$ cat config.mk
export PLATFORM = sky130hd
export DESIGN_NAME = ppu_timing_flat
export DESIGN_NICKNAME = d
export VERILOG_FILES = /design/src/rtl/ppu_pkg.sv /design/src/rtl/ppu_timing_if.sv /design/src/rtl/ppu_stat_irq.sv /design/src/rtl/ppu_timing.sv /design/src/flat_wrapper.sv
export SDC_FILE = /design/constraint.sdc
export NUM_CORES = 1
export LEC_CHECK = 0
export CAP_MARGIN = 40
export CORE_MARGIN = 2
export CORE_UTILIZATION = 50
export CTS_BUF_LIST = sky130_fd_sc_hd__clkbuf_4 sky130_fd_sc_hd__clkbuf_8
export CTS_CLUSTER_DIAMETER = 200
export DETAILED_ROUTE_END_ITERATION = 12
export GPL_TIMING_DRIVEN = 0
export PLACE_DENSITY = 0.95
export SYNTH_ARGS = -nofsm -noshare
export SYNTH_HDL_FRONTEND = slang
export SYNTH_HIERARCHICAL = 1
export SYNTH_SLANG_ARGS = --single-unit
$ cat constraint.sdc
create_clock -name clock -period 4.2 [get_ports clock]
set_input_delay 0.84 -clock clock [delete_from_list [all_inputs] [get_ports clock]]
set_output_delay 0.84 -clock clock [all_outputs]
set_load 0.02 [all_outputs]
$ cat src/rtl/ppu_pkg.sv
// Shared types and timing constants for the PPU dot/line timing block.
package ppu_pkg;

  localparam int DOTS_PER_LINE   = 456;
  localparam int LINES_PER_FRAME = 154;
  localparam int VISIBLE_LINES   = 144;
  localparam int OAM_DOTS        = 80;
  localparam int XFER_DOTS       = 172;

  typedef enum logic [1:0] {
    PPU_HBLANK   = 2'd0,
    PPU_VBLANK   = 2'd1,
    PPU_OAM_SCAN = 2'd2,
    PPU_XFER     = 2'd3
  } ppu_mode_t;

  // LCD off reads as HBlank so every enable derived from the mode drops.
  function automatic ppu_mode_t decode_mode(logic on, logic [7:0] ly, logic [8:0] dot);
    if (!on)                                   return PPU_HBLANK;
    if (ly >= 8'(VISIBLE_LINES))               return PPU_VBLANK;
    if (dot < 9'(OAM_DOTS))                    return PPU_OAM_SCAN;
    if (dot < 9'(OAM_DOTS + XFER_DOTS))        return PPU_XFER;
    return PPU_HBLANK;
  endfunction

endpackage

$ cat src/rtl/ppu_timing_if.sv
// Control inputs and timing/status outputs of the PPU timing generator.
interface ppu_timing_if;
  logic       tick;
  logic       lcd_en;
  logic [7:0] lyc;
  logic [3:0] stat_sel;
  logic [7:0] ly;
  logic [8:0] dot;
  logic [1:0] mode;
  logic       lyc_match;
  logic       ppu_oam_read_en;
  logic       ppu_vram_read_en;
  logic       ppu_read_mode;
  logic [7:0] oam_scan_addr;
  logic       vblank_irq;
  logic       stat_irq;

  modport master (
    output tick, lcd_en, lyc, stat_sel,
    input  ly, dot, mode, lyc_match, ppu_oam_read_en, ppu_vram_read_en,
           ppu_read_mode, oam_scan_addr, vblank_irq, stat_irq
  );

  modport slave (
    input  tick, lcd_en, lyc, stat_sel,
    output ly, dot, mode, lyc_match, ppu_oam_read_en, ppu_vram_read_en,
           ppu_read_mode, oam_scan_addr, vblank_irq, stat_irq
  );
endinterface

$ cat src/rtl/ppu_stat_irq.sv
// STAT interrupt: ORs the enabled sources into one line and pulses on its rising edge.
module ppu_stat_irq
  import ppu_pkg::*;
(
  input  logic      clock,
  input  logic      reset,
  input  logic      lcd_on_i,
  input  logic [3:0] sel_i,
  input  ppu_mode_t mode_i,
  input  logic      lyc_match_i,
  output logic      stat_irq_o
);

  logic stat_line;
  logic stat_line_q;
  logic stat_irq_q;

  // A line that stays high across mode changes must not retrigger.
  assign stat_line = lcd_on_i & ((sel_i[0] & (mode_i == PPU_HBLANK))   |
                                 (sel_i[1] & (mode_i == PPU_VBLANK))   |
                                 (sel_i[2] & (mode_i == PPU_OAM_SCAN)) |
                                 (sel_i[3] & lyc_match_i));

  always_ff @(posedge clock or posedge reset) begin
    if (reset) begin
      stat_line_q <= 1'b0;
      stat_irq_q  <= 1'b0;
    end else begin
      stat_line_q <= stat_line;
      stat_irq_q  <= stat_line & ~stat_line_q;
    end
  end

  assign stat_irq_o = stat_irq_q;

endmodule

$ cat src/rtl/ppu_timing.sv
// Game Boy PPU dot/scanline counter, mode decode, memory-port enables and IRQs.
module ppu_timing
  import ppu_pkg::*;
(
  input  logic          clock,
  input  logic          reset,
  ppu_timing_if.slave   bus
);

  logic [8:0] dot_q, dot_d;
  logic [7:0] ly_q, ly_d;
  logic       lcd_on_q;
  logic       vblank_q, vblank_d;
  logic       line_end, frame_end;
  logic       lyc_match;
  ppu_mode_t  mode;

  assign line_end  = (dot_q == 9'(DOTS_PER_LINE - 1));
  assign frame_end = (ly_q == 8'(LINES_PER_FRAME - 1));

  // Dropping lcd_en clears the counters on the very next clock.
  always_comb begin
    dot_d    = dot_q;
    ly_d     = ly_q;
    vblank_d = 1'b0;
    if (!bus.lcd_en || !lcd_on_q) begin
      dot_d = '0;
      ly_d  = '0;
    end else if (bus.tick) begin
      if (line_end) begin
        dot_d    = '0;
        ly_d     = frame_end ? 8'd0 : ly_q + 8'd1;
        vblank_d = (ly_q == 8'(VISIBLE_LINES - 1));
      end else begin
        dot_d = dot_q + 9'd1;
      end
    end
  end

  always_ff @(posedge clock or posedge reset) begin
    if (reset) begin
      dot_q    <= '0;
      ly_q     <= '0;
      lcd_on_q <= 1'b0;
      vblank_q <= 1'b0;
    end else begin
      dot_q    <= dot_d;
      ly_q     <= ly_d;
      lcd_on_q <= bus.lcd_en;
      vblank_q <= vblank_d;
    end
  end

  assign mode      = decode_mode(lcd_on_q, ly_q, dot_q);
  assign lyc_match = lcd_on_q && (ly_q == bus.lyc);

  assign bus.ly               = ly_q;
  assign bus.dot              = dot_q;
  assign bus.mode             = mode;
  assign bus.lyc_match        = lyc_match;
  assign bus.ppu_oam_read_en  = (mode == PPU_OAM_SCAN) || (mode == PPU_XFER);
  assign bus.ppu_vram_read_en = (mode == PPU_XFER);
  assign bus.ppu_read_mode    = (mode != PPU_OAM_SCAN);
  // Even dot -> Y byte, odd dot -> X byte of sprite dot>>1.
  assign bus.oam_scan_addr    = (mode == PPU_OAM_SCAN) ? {dot_q[6:1], 1'b0, dot_q[0]} : 8'd0;
  assign bus.vblank_irq       = vblank_q;

  ppu_stat_irq u_stat (
    .clock       (clock),
    .reset       (reset),
    .lcd_on_i    (lcd_on_q),
    .sel_i       (bus.stat_sel),
    .mode_i      (mode),
    .lyc_match_i (lyc_match),
    .stat_irq_o  (bus.stat_irq)
  );

endmodule

$ cat src/flat_wrapper.sv
// flat-port wrapper written by rule: the top's interface ports become plain ports
module ppu_timing_flat import ppu_pkg::*;
  (clock, reset, bus_tick, bus_lcd_en, bus_lyc, bus_stat_sel, bus_ly, bus_dot, bus_mode, bus_lyc_match, bus_ppu_oam_read_en, bus_ppu_vram_read_en, bus_ppu_read_mode, bus_oam_scan_addr, bus_vblank_irq, bus_stat_irq);
  ppu_timing_if bus_i ();
  input  logic clock;
  input  logic reset;
  input wire logic [$bits(bus_i.tick)-1:0] bus_tick;
  input wire logic [$bits(bus_i.lcd_en)-1:0] bus_lcd_en;
  input wire logic [$bits(bus_i.lyc)-1:0] bus_lyc;
  input wire logic [$bits(bus_i.stat_sel)-1:0] bus_stat_sel;
  output wire logic [$bits(bus_i.ly)-1:0] bus_ly;
  output wire logic [$bits(bus_i.dot)-1:0] bus_dot;
  output wire logic [$bits(bus_i.mode)-1:0] bus_mode;
  output wire logic [$bits(bus_i.lyc_match)-1:0] bus_lyc_match;
  output wire logic [$bits(bus_i.ppu_oam_read_en)-1:0] bus_ppu_oam_read_en;
  output wire logic [$bits(bus_i.ppu_vram_read_en)-1:0] bus_ppu_vram_read_en;
  output wire logic [$bits(bus_i.ppu_read_mode)-1:0] bus_ppu_read_mode;
  output wire logic [$bits(bus_i.oam_scan_addr)-1:0] bus_oam_scan_addr;
  output wire logic [$bits(bus_i.vblank_irq)-1:0] bus_vblank_irq;
  output wire logic [$bits(bus_i.stat_irq)-1:0] bus_stat_irq;
  assign bus_i.tick = bus_tick;
  assign bus_i.lcd_en = bus_lcd_en;
  assign bus_i.lyc = bus_lyc;
  assign bus_i.stat_sel = bus_stat_sel;
  assign bus_ly = bus_i.ly;
  assign bus_dot = bus_i.dot;
  assign bus_mode = bus_i.mode;
  assign bus_lyc_match = bus_i.lyc_match;
  assign bus_ppu_oam_read_en = bus_i.ppu_oam_read_en;
  assign bus_ppu_vram_read_en = bus_i.ppu_vram_read_en;
  assign bus_ppu_read_mode = bus_i.ppu_read_mode;
  assign bus_oam_scan_addr = bus_i.oam_scan_addr;
  assign bus_vblank_irq = bus_i.vblank_irq;
  assign bus_stat_irq = bus_i.stat_irq;
  ppu_timing u_core (.clock(clock), .reset(reset), .bus(bus_i));
endmodule
==> results of run 1 <==
[report_power, final]
group / internal (mW) / total [mW] / switching, mW
registers: 0.204 / 0.206 / 0.00203
logic: 0.0258 / 0.0519 / 0.0261
clock network: 0.0435 / 0.105 / 0.0620
[placed cells by master, fill, tap and decap left out, types with 2 or more instances in the layout]
master and instances:
o211ai_1 2, clkbuf_1 4, inv_1 8, o2111ai_1 4, ha_1 4, o21ai_0 2, xor2_1 9, a22o_1 3
nand3_1 4, clkbuf_4 4, and2_1 12, nor3_1 2, nand2_1 11, a211oi_1 2, nand4_1 3, xnor2_1 5
nor2_1 15, a21oi_1 5, or4_1 3, o21ai_1 4, clkdlybuf4s50_1 47, and3_1 6, dfrtp_1 21
[cell usage after synthesis (all sizes together)]
cell	number
a211oi	2
nor3b	1
a21o	1
mux2	1
clkbuf	4
or4	3
and3b	1
or4b	1
o211ai	3
and3	6
o2111ai	4
nor4	1
o22ai	1
a41oi	1
a22o	3
xnor2	5
o31ai	2
nand4b	1
mux2i	1
nand3	4
nor2b	1
and2	12
nand4	3
nor3	2
and4	1
ha	4
buf	1
a31o	2
xor2	9
nand2	11
dfrtp	21
a21oi	5
conb	1
a21boi	1
inv	8
nand3b	1
nor2	15
nor4b	2
o21ai	6
[area by class of cell]
cell class	count	area (sq um)	share of cell area, %
Buffer	5	22.5	1.17
Clock buffer	4	30.0	1.56
Inverter	8	30.0	1.56
Multi-Input combinational cell	118	806	41.9
Sequential cell	21	526	27.3
Tap cell	31	38.8	2.02
Timing Repair Buffer	47	470	24.5
[per-stage QoR]
stage | std cells | hold WS [ns] | util (%) | setup WS, ns
floorplan | 152 | 0.495 | - | 1.63
global placement | 230 | 0.512 | 70.5 | 0.806
detailed placement | 230 | 0.509 | 70.5 | 0.820
CTS | 234 | 0.532 | 71.6 | 0.752
global route | 234 | 0.569 | 71.6 | 0.547
finish | 234 | 0.529 | 71.6 | 0.764
[worst paths after layout]
kind / endpoint / slack, ns / cells after the start
setup / recovery: bus_oam_scan_addr[7] / 0.76 / 6
hold / removal: u_core/u_stat/stat_irq_o$_DFF_PP0_ / 0.53 / 1
setup reg to reg: u_core/u_stat/stat_irq_o$_DFF_PP0_ / 2.00 / 7
hold reg to reg: u_core/u_stat/stat_irq_o$_DFF_PP0_ / 0.53 / 1
max in group asynchronous: u_core/bus.dot[5]$_DFFE_PP0P_ / 2.77 / 2
min in group asynchronous: u_core/u_stat/stat_irq_o$_DFF_PP0_ / 0.72 / 2
[sequential cells by signal (all words and copies together), names as in the netlist]
signal,count
u_core/bus.dot,9
u_core/bus.ly,8
u_core/bus.vblank_irq,1
u_core/lcd_on_q,1
u_core/u_stat/stat_irq_o,1
u_core/u_stat/stat_line_q,1
[logic make-up (layout without fill, tap and decap cells)]
family,Yosys count,in the layout,share of synthesized area (%)
AOI/OAI and AO/OA,31,31,17.0
buffers and inverters,13,64,3.80
adders and majority gates,4,4,3.62
and+or+nand+nor,66,66,26.9
DFF,21,21,38.0
other,1,1,0.271
muxes,2,2,1.54
xor gates and xnor gates,14,14,8.86
[worst max-delay path: cells and delay by family, from the launching register on]
| family | cells | cell delay [ns] |
|---|---|---|
| AO/OA/AOI/OAI | 1 | 0.45 |
| flip-flops | 1 | 0.39 |
| AND/OR/NAND/NOR | 3 | 0.62 |
| buffers and inverters | 2 | 0.82 |
[metal layers]
| layer | vias up | track usage [%] |
|---|---|---|
| li1 | 646 | - |
| met1 | 659 | 28.6 |
| met2 | 78 | 41.2 |
| met3 | 15 | 2.30 |
| met4 | 0 | 9.52 |
| met5 | - | 0 |
==> results.json, run 1 <==
{
  "status": "finished clean",
  "top_layer": "met4",
  "layout.nets": 224,
  "fmax_mhz": 291,
  "routabilityCongestion": 0.947,
  "ir_drop_v": 0.000193,
  "clock_skew_ns": 0.00107,
  "critPathRequiredTime_ns": 3.36,
  "n_antenna_cell": 0,
  "post_cts_buffers": 0,
  "start_util_pct": 51.5,
  "io_pins": 49,
  "power.density_nw_per_um2": 189,
  "grt_max_degree": 20,
  "grtUsageTotal_pct": 23.2,
  "cts_tree": "done",
  "port_buffers": 47,
  "overflow": 0,
  "die_y_um": 56.6,
  "clkLatencyLatePin_ns": 0.30,
  "drv_slew": 0,
  "wl_met3_um": 208,
  "syn_area_sq_um": 1380,
  "slew_headroom_pct": 52.6,
  "hold_buffers": 0,
  "wl_met1_um": 1420,
  "rows": 19,
  "cts-htree-levels": 1,
  "period_needed_ns": 3.44,
  "leakage_nw": 0.798,
  "dieArea_sq_um": 3200,
  "cts_root_buffer": "clkbuf_4",
  "netlist_top_cells_area": "dfrtp_1 38%, xor2_1 5.7%, and2_1 5.4%",
  "grt_pass1_wl_um": 5950,
  "worstSetupStartpointType": "flop",
  "crit_type": "flop to output pin",
  "worst_ep_arrival_time_ns": 2.60,
  "drive_above_1_share_pct": 5.42,
  "synth.avg_cell_area_sq_um": 9.10,
  "cts_resized": 0,
  "wirelength_um": 3640,
  "drc": 0,
  "antenna_found_initial": 0,
  "path_clk_slew_ns": 0.12,
  "dpl_cell_area_sq_um": 1890,
  "timing.rr.start": "u_core/bus.dot[5]$_DFFE_PP0P_",
  "vias": 1398,
  "yosysWarnings": 6,
  "cts_sinks": 21,
  "endpoint_kind": "output pin",
  "cts-buffers-inserted": 3,
  "synth-seq-area-share_pct": 38.0,
  "synth_largest_area_cell": "dfrtp_1",
  "place_hpwl_um": 2750,
  "finalCritPeriodShare_pct": 81.8,
  "ant_nets": 0,
  "crit_path_max_fanout": 8,
  "routed_via_density": 5.97,
  "synth_cell_types": 44,
  "crit_path_top_delay_cell": "clkdlybuf4s50_1",
  "wl_per_cell_um": 15.5,
  "die-width_um": 56.6,
  "dr.pass1.iters": 5,
  "dr_wl_met2_um": 1910,
  "area_delta_synth_final_pct": 39.0,
  "slowest_delay_ns": 0.61,
  "yosysTopAreaCellShare_pct": 38.0,
  "cts_buffer_depth": 2,
  "startpoint": "u_core/bus.ly[5]$_DFFE_PP0P_",
  "setup_viol_count_final": 0,
  "rsz0062_at_grt": "no",
  "drt-initial-drc-count": 104,
  "tns_ns": 0,
  "synth_nets": 172,
  "cp_cell_sequence": "clkbuf_1 > o31ai_1 > nand2_1 > nor2_1 > and2_1 > clkdlybuf4s50_1",
  "tightestPinTransition_ns": 0.711,
  "core_sq_um": 2690,
  "hp-class": "flop to flop",
  "hp-start": "u_core/u_stat/stat_line_q$_DFF_PP0_",
  "finalPower_uw": 364,
  "maxCapViolations": 0,
  "grt_pass1_vias": 1291,
  "fin_area_sq_um": 1920,
  "hold_violations": 0,
  "num-fill-cells": 197,
  "syn-instance-count": 152,
  "yosys_register_bits": 21
}
No activity file was read; power rests on OpenSTA's default activity.
==> run 2: changes to the inputs <==
--- a/config.mk
+++ b/config.mk
@@ -7,12 +7,12 @@
 export LEC_CHECK = 0
 export CAP_MARGIN = 40
 export CORE_MARGIN = 2
-export CORE_UTILIZATION = 50
+export CORE_UTILIZATION = 46
 export CTS_BUF_LIST = sky130_fd_sc_hd__clkbuf_4 sky130_fd_sc_hd__clkbuf_8
 export CTS_CLUSTER_DIAMETER = 200
 export DETAILED_ROUTE_END_ITERATION = 12
 export GPL_TIMING_DRIVEN = 0
-export PLACE_DENSITY = 0.95
+export PLACE_DENSITY = 0.89
 export SYNTH_ARGS = -nofsm -noshare
 export SYNTH_HDL_FRONTEND = slang
 export SYNTH_HIERARCHICAL = 1
==> constraint.sdc (replaced) <==
create_clock -name clock -period 3.3 [get_ports clock]
set_input_delay 0.66 -clock clock [delete_from_list [all_inputs] [get_ports clock]]
set_output_delay 0.66 -clock clock [all_outputs]
set_load 0.02 [all_outputs]
==> run 2 against run 1 <==
  * The flow now finishes with violations (DRC)
  * Sequential power grew 28%
  * Clock power increased by 24%
  * First-iteration DRC count fell by 28%
  * Via count decreased by 2.6%
  * Final cell count did not move
  * Combinational power increased by 29%
  * Global-route usage is 0.35 points lower
  * Clock skew increased by 0.0040 ns
  * Design area up 0.39%
  * Wire length up 4.5%
  * Hold slack better by 0.0023 ns
  * Sequential share of layout area decreased by 0.11 points
==> results.json, run 2 (same netlist as run 1, synthesis figures left out) <==
{
  "clock_skew_ns": 0.00504,
  "finalCritPeriodShare_pct": 93.4,
  "final_common_cell": "clkdlybuf4s50_1",
  "vias": 1361,
  "drive_above_1_share_pct": 6.40,
  "wirelength_um": 3800,
  "die-width_um": 58.9,
  "grt_max_degree": 20,
  "dp.cells": 230,
  "critPathRequiredTime_ns": 2.64,
  "worst_ep_arrival_time_ns": 2.42,
  "grt_pass1_wl_um": 6080,
  "crit_path_top_delay_cell": "clkdlybuf4s50_1",
  "ir_drop_v": 0.000246,
  "hold_buffers": 0,
  "start_util_pct": 49.3,
  "leakage_nw": 0.792,
  "maxCapViolations": 0,
  "hp-class": "primary input to async pin",
  "cts_root_buffer": "clkbuf_4",
  "port_buffers": 47,
  "cts_resized": 0,
  "cts_tree": "done",
  "cts_buffer_depth": 2,
  "slew_headroom_pct": 51.6,
  "hold_violations": 0,
  "dieArea_sq_um": 3460,
  "slowest_delay_ns": 0.62,
  "drc": 4,
  "routed_via_density": 5.82,
  "cp_cell_sequence": "clkbuf_1 > o31ai_2 > nand2_1 > nor2_2 > and2_1 > clkdlybuf4s50_1",
  "grt_pass1_vias": 1301,
  "tns_ns": 0,
  "period_needed_ns": 3.08,
  "endpoint_kind": "output pin",
  "ant_nets": 0,
  "largest_reg_flops": 9,
  "stdcell_count": 234,
  "drt-initial-drc-count": 75,
  "tightestPinTransition_ns": 0.725,
  "routabilityCongestion": 0.866,
  "timing.rr.start": "u_core/bus.dot[4]$_DFFE_PP0P_",
  "setup_viol_count_final": 0,
  "power.density_nw_per_um2": 238,
  "crit_type": "flop to output pin",
  "die_y_um": 58.9,
  "area_delta_synth_final_pct": 39.5,
  "wl_per_cell_um": 16.2,
  "antenna_found_initial": 0,
  "layout_common_cells": "47 x clkdlybuf4s50_1, 21 x dfrtp_1, 14 x nor2_1, 12 x and2_1, 11 x nand2_1",
  "startpoint": "u_core/bus.ly[5]$_DFFE_PP0P_",
  "clkLatencyLatePin_ns": 0.30,
  "setup_slack_ns": 0.218,
  "rows": 19,
  "status": "complete, but fails checks",
  "fmax_mhz": 324,
  "overflow": 0,
  "cts_sinks": 21,
  "place_hpwl_um": 2800,
  "worstSetupStartpointType": "flop",
  "io_pins": 49,
  "layout.nets": 224,
  "post_cts_buffers": 0,
  "cts-buffers-inserted": 3,
  "violations": "DRC",
  "cts-htree-levels": 1,
  "n_antenna_cell": 0,
  "path_clk_slew_ns": 0.12,
  "drv_slew": 0,
  "core_sq_um": 2810,
  "dr.pass1.iters": 8,
  "rsz0062_at_grt": "no",
  "crit_path_max_fanout": 8,
  "whs_ns": 0.531,
  "grtUsageTotal_pct": 22.9,
  "place_ws_ns": 0.251
}
run 2: changes by cell type in the layout (fill, tap and decap cells not counted):
cell	previous run	this run
nor2_1	15	14
o31ai_2	0	1
o31ai_1	1	0
a21boi_0	1	0
a21boi_1	0	1
nor2_2	0	1
run 2: metrics by stage:
step                      power (mW)  instance area, sq um  utilization, %
after floorplan                0.299                  1380               -
after global placement         0.331                  1890            67.5
after detailed placement       0.334                  1890            67.5
after CTS                      0.463                  1920            68.6
after global routing           0.485                  1930            68.8
final                          0.460                  1930            68.8
run 2: area by class of cell:
cell class,count,area (sq um)
multi-input combinational,118,813
fill,233,875
sequential,21,526
tap,31,38.8
clock buffer,4,30.0
inverter,8,30.0
timing repair buffer,47,470
buffer,5,22.5
run 2: final timing paths:
kind | slack (ns) | depth (start not counted) | to
worst min register to register | 0.54 | 1 | u_core/u_stat/stat_irq_o$_DFF_PP0_
worst max register to register | 1.23 | 7 | u_core/u_stat/stat_line_q$_DFF_PP0_
min in group clock | 0.54 | 1 | u_core/u_stat/stat_irq_o$_DFF_PP0_
worst min-delay path | 0.53 | 2 | u_core/u_stat/stat_irq_o$_DFF_PP0_
max in group asynchronous | 2.03 | 2 | u_core/bus.dot[3]$_DFFE_PP0P_
worst max-delay path | 0.22 | 6 | bus_oam_scan_addr[7]
run 2: metal layers:
metal | up-vias | wire length [um] | global-route usage, %
li1 | 650 | - | -
met5 | - | 0 | 0
met2 | 61 | 2010 | 41.0
met1 | 646 | 1510 | 28.1
met4 | 0 | 37 | 7.79
met3 | 4 | 242 | 3.08
run 2: power by group:
group	total, mW	leakage, nW	internal [mW]	switching, mW
registers	0.263	0.289	0.260	0.00268
logic	0.0668	0.485	0.0330	0.0338
clock network	0.130	0.0184	0.0552	0.0752
total	0.460	0.792	0.348	0.112
run 2: worst max-delay path: cells and delay by family (launching register included):
family	cells	cell delay (ns)
buf+inv	2	0.83
flops	1	0.39
simple gates	3	0.51
compound gates	1	0.40
==> run 3: changes to the inputs <==
--- a/config.mk
+++ b/config.mk
@@ -5,7 +5,7 @@
 export SDC_FILE = /design/constraint.sdc
 export NUM_CORES = 1
 export LEC_CHECK = 0
-export CAP_MARGIN = 40
+export CAP_MARGIN = 5
 export CORE_MARGIN = 2
 export CORE_UTILIZATION = 46
 export CTS_BUF_LIST = sky130_fd_sc_hd__clkbuf_4 sky130_fd_sc_hd__clkbuf_8
==> results of run 3 <==
Same layout as run 2: the final DEF is identical, and so are final timing and power.
